### src/rtl/core_param.sv
// Parametrised single-issue micro-core: one instruction per enabled cycle from an external
// combinational instruction memory, with registered carry/zero flags, output port and HALT.
module core_param #(
   parameter int unsigned DATA_W = 8,
   parameter int unsigned PC_W   = 4,
   parameter int unsigned NREG   = 4,
   parameter int unsigned IMM_W  = 4,
   localparam int unsigned RW    = $clog2(NREG),
   localparam int unsigned IW    = 4 + 2 * RW + IMM_W
) (
   input  logic              clk,
   input  logic              resetn,
   input  logic              run_en,
   output logic [PC_W-1:0]   imem_addr,
   input  logic [IW-1:0]     imem_data,
   output logic [DATA_W-1:0] out_data,
   output logic              out_valid,
   output logic              carry,
   output logic              zero,
   output logic              halted,
   output logic              illegal
);

   localparam logic [3:0] OpNop  = 4'h0;
   localparam logic [3:0] OpLdi  = 4'h1;
   localparam logic [3:0] OpMov  = 4'h2;
   localparam logic [3:0] OpAdd  = 4'h3;
   localparam logic [3:0] OpSub  = 4'h4;
   localparam logic [3:0] OpAnd  = 4'h5;
   localparam logic [3:0] OpOr   = 4'h6;
   localparam logic [3:0] OpXor  = 4'h7;
   localparam logic [3:0] OpOut  = 4'h8;
   localparam logic [3:0] OpJmp  = 4'h9;
   localparam logic [3:0] OpJc   = 4'hA;
   localparam logic [3:0] OpJz   = 4'hB;
   localparam logic [3:0] OpHalt = 4'hC;

   typedef enum logic [0:0] {StRun, StHalt} state_e;

   state_e state_q, state_d;

   logic [3:0]        op;
   logic [RW-1:0]     rd, rs;
   logic [IMM_W-1:0]  imm;
   logic              exec;

   logic [DATA_W-1:0] regs_q [NREG];
   logic [PC_W-1:0]   pc_q, pc_d;
   logic              carry_q, carry_d;
   logic              zero_q, zero_d;
   logic [DATA_W-1:0] out_data_q, out_data_d;
   logic              out_valid_q, out_valid_d;
   logic              illegal_q, illegal_d;

   logic [DATA_W-1:0] rd_val, rs_val, wr_data;
   logic [DATA_W:0]   sum;
   logic              wr_en, flag_upd;

   assign op   = imem_data[IW-1 -: 4];
   assign rd   = imem_data[IMM_W+RW +: RW];
   assign rs   = imem_data[IMM_W +: RW];
   assign imm  = imem_data[IMM_W-1:0];
   assign exec = run_en && (state_q == StRun);

   always_ff @(posedge clk or negedge resetn) begin
      if (!resetn) state_q <= StRun;
      else         state_q <= state_d;
   end

   always_comb begin
      state_d = state_q;
      unique case (state_q)
         StRun:   if (exec && op == OpHalt) state_d = StHalt;
         StHalt:  state_d = StHalt;
         default: state_d = StRun;
      endcase
   end

   always_comb begin
      halted = (state_q == StHalt);
   end

   // Operand reads see pre-edge register values, so rd==rs uses the old value.
   assign rd_val = regs_q[rd];
   assign rs_val = regs_q[rs];
   assign sum    = {1'b0, rd_val} + {1'b0, rs_val};

   always_comb begin
      pc_d        = pc_q;
      carry_d     = carry_q;
      zero_d      = zero_q;
      out_data_d  = out_data_q;
      out_valid_d = 1'b0;
      illegal_d   = illegal_q;
      wr_en       = 1'b0;
      wr_data     = '0;
      flag_upd    = 1'b0;
      if (exec) begin
         pc_d = pc_q + PC_W'(1);
         case (op)
            OpNop, OpHalt: ;
            OpLdi: begin wr_en = 1'b1; wr_data = DATA_W'(imm); end
            OpMov: begin wr_en = 1'b1; wr_data = rs_val; end
            OpAdd: begin
               wr_en = 1'b1; flag_upd = 1'b1;
               wr_data = sum[DATA_W-1:0];
               carry_d = sum[DATA_W];
            end
            OpSub: begin
               wr_en = 1'b1; flag_upd = 1'b1;
               wr_data = rd_val - rs_val;
               carry_d = (rd_val < rs_val);
            end
            OpAnd: begin wr_en = 1'b1; flag_upd = 1'b1; wr_data = rd_val & rs_val; carry_d = 1'b0; end
            OpOr:  begin wr_en = 1'b1; flag_upd = 1'b1; wr_data = rd_val | rs_val; carry_d = 1'b0; end
            OpXor: begin wr_en = 1'b1; flag_upd = 1'b1; wr_data = rd_val ^ rs_val; carry_d = 1'b0; end
            OpOut: begin out_data_d = rd_val; out_valid_d = 1'b1; end
            OpJmp: pc_d = imm[PC_W-1:0];
            OpJc:  if (carry_q) pc_d = imm[PC_W-1:0];
            OpJz:  if (zero_q)  pc_d = imm[PC_W-1:0];
            default: illegal_d = 1'b1;
         endcase
         if (flag_upd) zero_d = (wr_data == '0);
      end
   end

   always_ff @(posedge clk or negedge resetn) begin
      if (!resetn) begin
         pc_q        <= '0;
         carry_q     <= 1'b0;
         zero_q      <= 1'b0;
         out_data_q  <= '0;
         out_valid_q <= 1'b0;
         illegal_q   <= 1'b0;
         for (int i = 0; i < int'(NREG); i++) regs_q[i] <= '0;
      end else begin
         pc_q        <= pc_d;
         carry_q     <= carry_d;
         zero_q      <= zero_d;
         out_data_q  <= out_data_d;
         out_valid_q <= out_valid_d;
         illegal_q   <= illegal_d;
         if (wr_en) regs_q[rd] <= wr_data;
      end
   end

   assign imem_addr = pc_q;
   assign out_data  = out_data_q;
   assign out_valid = out_valid_q;
   assign carry     = carry_q;
   assign zero      = zero_q;
   assign illegal   = illegal_q;

endmodule

### config.mk
export PLATFORM = sky130hd
export DESIGN_NAME = core_param
export DESIGN_NICKNAME = d
export VERILOG_FILES = /design/src/rtl/core_param.sv
export SDC_FILE = /design/constraint.sdc
export NUM_CORES = 1
export LEC_CHECK = 0
export CAP_MARGIN = 30
export CORE_AREA = 2 2 108 110
export CTS_CLUSTER_DIAMETER = 60
export DETAILED_ROUTE_END_ITERATION = 7
export DIE_AREA = 0 0 110 112
export PLACE_DENSITY_LB_ADDON = 0.12
export SYNTH_ARGS = -nofsm -noshare
export SYNTH_HDL_FRONTEND = slang
export SYNTH_SLANG_ARGS = --single-unit
### constraint.sdc
create_clock -name clk -period 10.06 [get_ports clk]
set_input_delay 2.012 -clock clk [delete_from_list [all_inputs] [get_ports clk]]
set_output_delay 2.012 -clock clk [all_outputs]
set_load 0.01 [all_outputs]
Word-level counts from Yosys, hierarchy flattened
Cells that the tools add are included.
W data, S select, Z words.
{ "word_totals": {"register_bits": 49, "inputBits": 15, "wordCells": 75} }
{ "op_classes": {"add_sub_neg": 3, "n_lt_le_gt_ge": 4, "eq_ne": 12, "n_mux": 24, "bitwise_logic": 7, "reduce_logical": 14} }
{ "op_table": {"columns": ["op", "n"], "rows": [
  ["$mux W8", 7],
  ["$pmux W8 S7", 1],
  ["$bmux W8 S2", 2],
  ["$bwmux W32", 1],
  ["$eq A4 B4 Y1 const B", 5],
  ["$demux W8 S2", 1],
  ["$eq A4 B3 Y1 const B", 4],
  ["$reduce_or A13 Y1", 1],
  ["$pmux W4 S3", 1],
  ["$add A8 B8 Y9", 1],
  ["$and A8 B8 Y8", 1],
  ["$eq A4 B2 Y1 const B", 2],
  ["$logic_not A8 Y1", 1],
  ["$lt A8 B8 Y1", 1],
  ["$mux W4", 2],
  ["$or A8 B8 Y8", 1],
  ["$reduce_and A2 Y1", 4],
  ["$sub A8 B8 Y8", 1],
  ["$xor A8 B8 Y8", 1],
  ["$mux W1", 7],
  ["$reduce_or A7 Y1", 1],
  ["$ge A3 B3 Y1 const B", 2],
  ["$not A2 Y3", 2],
  ["$reduce_or A5 Y1", 1],
  ["10 further kinds", 13]
]} }

Depth between registers and ports, before layout
Gate-level depths: netlist of the first run.
{ "depth": {"word_depth": 9, "depth_mapped": 11} }

Worst setup path after synthesis of the first run
OpenSTA, ideal clock, no wires.
{ "synth_path": {"path_type": "input to register", "from": "in imem_data[6]", "to": "reg zero_q (netlist: zero)", "setup_ns": 0.103, "arrival_ns": 5.215, "required_time_ns": 9.957, "path_slack_ns": 4.741, "cell_stages": 10, "path_buffers": 1, "cell_sequence": "buf_1 > mux4_2 > inv_1 > ha_1 > a211oi_1 > o21ai_0 > mux2i_1 > or4_4 > or3_1 > o41ai_2"} }
{ "synth_via": {"elab_chain_cells": 8} }
{ "synth_lines": {"columns": ["element", "line_no", "source"], "rows": [
  ["from (decl)", "15", "input logic [IW-1:0] imem_data,"],
  ["$not A2 Y3 (not written as such) *", "84", "assign rd_val = regs_q[rd];"],
  ["$bmux W8 S2 *", "84", null],
  ["$mux W8 (not written as such) * (2 in series)", "84", null],
  ["net rd_val[1]", "55", "logic [DATA_W-1:0] rd_val, rs_val, wr_data;"],
  ["$sub A8 B8 Y8 (tied with other cells)", "111", "wr_data = rd_val - rs_val;"],
  ["$pmux W8 S7 *", "100", "case (op)"],
  ["$mux W8 *", "98", "if (exec) begin"],
  ["$logic_not A8 Y1 *", "123", "if (flag_upd) zero_d = (wr_data == '0);"],
  ["to (signal assigned)", "139", "zero_q <= zero_d;"],
  ["to (decl)", "50", "logic zero_q, zero_d;"]
]} }
The timed path passes the listed nets; every way through them passes the cells marked *. The select of a mux whose other input is x is not followed.
A chain may end at the register's enable or synchronous reset.

Worst setup path after layout of the first run
Same ends and word-level chain as after synthesis.

==> results.ini, run 1 <==
[cells_and_area]
drive_gt1_share_pct=18.3
fin_area_um2=4150
regArea_um2=1230
syn_to_final_growth_pct=15.5
fin_util_pct=37.2
multiInputGateArea_um2=2180
fillers=1116
antenna_cells=0
fin_nets=396
final_cells=498

[grt]
grt_max_degree=50
grt_pass1_vias=2765
grt_first_pass_wirelength_um=15100
grt_overflow_total=0
grtUsageTotal_pct=16.2
antenna_found_initial=0

[power]
cellLeakagePower_uw=0.00176
power_density_nw_per_um2=181
peakVddDrop_v=0.0000620

[synth]
synth_edf_count=0
yosysMostFrequentCell=dfrtp_1
yosys_warnings=0
synth_top_area_share_pct=34.1
ys_top_cells_by_count=dfrtp_1, mux2_2, ha_1
async_flop_share_pct=100
syn-num-nets=371
ys_seq_elements=49
post-synth-top-area-cell=dfrtp_1
synth_area_leaders=dfrtp_1, mux2_2, ha_1
yosys.cell_types.count=62
synthFlopType=dfrtp_1
ys_seq_area_share_pct=34.1
syn_area_um2=3590
avgSynthCellArea_um2=10.9
syn_inst=329

[floorplanning]
dieWidth_um=110
core_area_um2=11200
die_y_um=112
dieArea_um2=12300
rows=39
start_util_pct=32.2
io_pins=32

[timing]
period_needed_ps=5950
finalClockSkew_ps=7.17
hold_slack_ps=477
finalSetupTns_ps=0
relSlewSlack_pct=38.1
fin_crit_sh_pct=59.1
maxSlewViolCount=0
finalSetupViolCount=0
tightest_slew_ps=916
rsz0062_at_grt=no
hold_viol_final=0
clock.fmax_ghz=0.168

[placed_design]
io_buffers=31
place.detailed.hpwl_um=7070
gp_congestion=0.898
place_area_um2=4000
dp_cells=490

[route]
finalWirelength_um=9570
dr_total_vias=2731
initialDrtViolationCount=111
dr.pass1.iters=4
ant_nets=0
drc_errors=0
viasPerCell=5.48
wl_per_cell_um=19.2

[clocking]
cts_buffer_depth=2
cts_setup_buffers=0
clkLatencyLatePin_ps=300
cts_hold_buf=0
clock_sinks=49
tritoncts=yes
ctsHtreeMaxLevel=2
clk_pin_slew_ps=80
cts_resized=0
clockRootBuffer=clkbuf_16
cts_buffers=5

[worst_setup_path]
worst_ep_required_time_ps=10260
start_kind=primary input
crit_arrival_ps=6150
worstPathMaxFanout=12
path_class=in2reg
r2r_cells=9
cp-end-kind=flip-flop

[outcome]
status=completed

[worst_hold_path]
hold_path_class=reg2reg
holdPathStages=1

[job]
drv_cap=0

==> area by class of cell <==
cell class                 instances  share of cell area, %
clock inverter                     3                  0.693
tap                              143                   4.31
multi-input combinational        241                   52.6
timing repair buffer              33                   7.72
sequential                        49                   29.5
inverter                          24                   2.17
clock buffer                       5                   3.01
==> path summary, 6_finish.rpt <==
path	start	endpoint	slack (ps)
setup / recovery	imem_data[6]	zero$_DFFE_PN0P_	4110
hold / removal	illegal$_DFFE_PN0P_	illegal$_DFFE_PN0P_	480
setup reg to reg	regs_q[9]$_DFFE_PN0P_	zero$_DFFE_PN0P_	6470
hold reg to reg	illegal$_DFFE_PN0P_	illegal$_DFFE_PN0P_	480
max in group asynchronous	resetn	regs_q[25]$_DFFE_PN0P_	7780
min in group asynchronous	resetn	out_data[3]$_DFFE_PN0P_	1820
==> placed cells by master (no fill, tap or decap), types with 2 or more instances in the layout <==
cell type / instances
nor4bb_1: 2
mux2_2: 33
a31oi_1: 4
and3_1: 4
clkdlybuf4s50_1: 30
buf_4: 2
clkbuf_16: 5
dfrtp_1: 49
inv_1: 24
nand3_1: 5
nor2b_1: 4
a221o_1: 2
o211ai_1: 5
nor2_1: 14
or3_1: 3
fa_1: 2
nand2b_1: 2
o21ai_0: 20
mux4_2: 11
mux4_1: 7
mux2i_1: 5
nand3b_1: 4
ha_1: 25
nor3b_1: 2
o311ai_0: 2
o22ai_1: 2
a211oi_1: 4
nand2_1: 19
o31ai_1: 2
a21oi_1: 20
nor3_1: 9
xnor2_1: 2
==> flip-flops by register name, summed over array words and instances, names as in the netlist <==
name       flops
carry          1
halted         1
illegal        1
imem_addr      4
out_data       8
out_valid      1
regs_q        32
zero           1
==> per-stage QoR <==
stage | power, uW | setup slack (ps)
after floorplan | 470 | 4740
after global placement | 574 | 3890
after detailed placement | 577 | 3810
after CTS | 761 | 4110
final | 753 | 4110
after global routing | 811 | 3930
==> power by group <==
part	switching [uW]	internal, uW
logic	163	144
clock network	84.9	95.6
registers	30.9	236
total	278	475
==> kinds of logic (layout without fill, tap and decap cells) <==
family | count (synthesis) | after routing | synth area share (%)
AOI/OAI and AO/OA | 75 | 75 | 13.8
adders and majority gates | 27 | 27 | 9.82
and+or+nand+nor | 80 | 80 | 12.6
DFF | 49 | 49 | 34.1
muxes | 56 | 56 | 23.7
xor gates and xnor gates | 3 | 3 | 0.731
buffers and inverters | 39 | 65 | 5.19
==> worst max-delay path, cell delays in order <==
cell             delay, ps
clkdlybuf4s50_1        970
mux4_2                 680
inv_1                  140
ha_1                   270
a211oi_1               470
o21ai_0                210
mux2i_1                160
or4_4                  560
or3_1                  400
o41ai_2                260
==> layer usage <==
layer,global-route usage (%),vias up,share of wire (%)
li1,-,1288,-
met1,22.4,1365,45
met2,26.9,70,49
met3,2.52,8,5.0
met4,2.95,0,0.86
met5,0,-,0
No activity file was read; power rests on OpenSTA's default activity.
==> run 2, diff against run 1 <==
==> constraint.sdc (replaced) <==
create_clock -name clk -period 5.1 [get_ports clk]
set_input_delay 1.02 -clock clk [delete_from_list [all_inputs] [get_ports clk]]
set_output_delay 1.02 -clock clk [all_outputs]
set_load 0.01 [all_outputs]
==> results.ini, run 2 (same netlist as run 1, synthesis figures left out) <==
[cells_and_area]
final_cells=505  ; +1.4%
largest_reg_flops=32  ; unchanged
final_common_cell=dfrtp_1
fin_nets=403  ; +1.8%
drive_gt1_share_pct=19.6  ; +1.3 points
antenna_cells=0  ; unchanged
final_cell_mix=dfrtp_1, mux2_2, clkdlybuf4s50_1, ha_1, inv_1
syn_to_final_growth_pct=17.3
top_register=regs_q

[worst_setup_path]
timing.rr.end=zero$_DFFE_PN0P_
crit_family=simple AND/OR/NAND/NOR gates
critPathMaxStageDelay_ps=740  ; -230 ps
r2r_start=regs_q[17]$_DFFE_PN0P_
cp_num_cells=10  ; unchanged
r2r_setup_slack_ps=1550  ; -4920 ps
path_class=in2reg
start_kind=primary input
r2r_cells=9  ; unchanged
worst_ep_required_time_ps=5300  ; -4960 ps
worst-path-buf-inv=2  ; unchanged
startpoint=imem_data[4]
worstPathMaxFanout=5  ; -7
cp-end-kind=flip-flop
crit_chain=clkdlybuf4s50_1, mux4_1, inv_1, ha_1, a211oi_1, o21ai_0, mux2i_1, or4_4, or3_1, o41ai_2
worstSetupEndpoint=zero$_DFFE_PN0P_
crit_arrival_ps=4780  ; -1370 ps
slowest_stage=mux4_1

[clocking]
ctsHtreeMaxLevel=2  ; unchanged
cts_hold_buf=0  ; unchanged
cts_buffers=5  ; unchanged
clkLatencyLatePin_ps=300  ; about the same
clock_sinks=49  ; unchanged
cts_buffer_depth=2  ; unchanged
cts_resized=0  ; unchanged
cts_setup_buffers=0  ; unchanged
clockRootBuffer=clkbuf_16
clk_pin_slew_ps=70  ; about the same
tritoncts=yes

[power]
peakVddDrop_v=0.000121  ; +95%
power_density_nw_per_um2=363  ; +100%
cellLeakagePower_uw=0.00180  ; +2.2%
power_uw=1530  ; +100%

[placed_design]
dp_cells=497  ; +1.4%
io_buffers=31  ; unchanged
place.detailed.hpwl_um=7400  ; +4.8%
gp_congestion=0.869  ; -3.3%

[timing]
relSlewSlack_pct=43.8  ; +5.7 points
hold_viol_final=0  ; unchanged
period_needed_ps=4580
maxSlewViolCount=0  ; unchanged
rsz0062_at_grt=no
finalClockSkew_ps=7.48  ; +0.305 ps
clock.fmax_ghz=0.218
finalSetupTns_ps=0  ; unchanged
tightest_slew_ps=831  ; -84.8 ps
finalSetupViolCount=0  ; unchanged
fin_crit_sh_pct=89.8

[floorplanning]
die_y_um=112  ; unchanged
start_util_pct=32.2  ; unchanged
dieArea_um2=12300  ; unchanged
io_pins=32  ; unchanged
dieWidth_um=110  ; unchanged
core_area_um2=11200  ; unchanged
rows=39  ; unchanged

[route]
drc_errors=0  ; unchanged
viasPerCell=5.51  ; +0.42%
initialDrtViolationCount=150  ; +35%
dr.pass1.iters=5  ; +1
finalWirelength_um=9650  ; +0.87%
dr_total_vias=2781  ; +1.8%
wl_per_cell_um=19.1  ; -0.53%
ant_nets=0  ; unchanged

[grt]
antenna_found_initial=0  ; unchanged
grt_max_degree=50  ; unchanged
grt_first_pass_wirelength_um=15200  ; +0.73%
grt_overflow_total=0  ; unchanged
grtUsageTotal_pct=16.2  ; +0.024 points
grt_pass1_vias=2748  ; -0.61%

[job]
drv_cap=0  ; unchanged

[outcome]
status=completed

[worst_hold_path]
hold_path_class=reg2reg
hp-start=illegal$_DFFE_PN0P_

[run 2: stage by stage]
step                hold slack, ps  worst slack [ps]  instance area [um^2]  util [%]
floorplan                      458               773                  3590         -
global placement               458               179                  4040      36.2
detailed placement             460               184                  4050      36.2
CTS                            476               495                  4220      37.7
global route                   503               376                  4220      37.7
finish                         475               519                  4220      37.7
[run 2: worst min-delay path by stage]
stage                        endpoint  depth (start not counted)
6_report          illegal$_DFFE_PN0P_                          1
5_1_grt           illegal$_DFFE_PN0P_                          1
4_1_cts           illegal$_DFFE_PN0P_                          1
3_5_place_dp      illegal$_DFFE_PN0P_                          1
3_3_place_gp      illegal$_DFFE_PN0P_                          1
2_1_floorplan  regs_q[15]$_DFFE_PN0P_                          2
[run 2: area by class of cell]
type	count	area, um^2
repair buffers	40	373
clock buffers	6	129
well taps	143	179
fillers	1113	6960
flip-flops and latches	49	1230
inverters	24	90.1
clock inverters	2	38.8
multi-input cells	241	2180
[run 2: where the power goes]
part | internal (uW) | switching [uW] | leakage, uW | total (uW)
Combinational | 286 | 330 | 0.00106 | 616
Clock | 233 | 153 | 0.0000810 | 386
Sequential | 465 | 62.9 | 0.000653 | 528
Total | 984 | 546 | 0.00180 | 1530
[run 2: layer usage]
metal / track usage, % / routed length, um / up-vias / share of wire (%)
met1: 22.6 / 4530 / 1397 / 47
met2: 26.1 / 4560 / 74 / 47
met5: 0 / 0 / - / 0
met3: 2.63 / 420 / 14 / 4.4
li1: - / - / 1296 / -
met4: 4.05 / 138 / 0 / 1.4
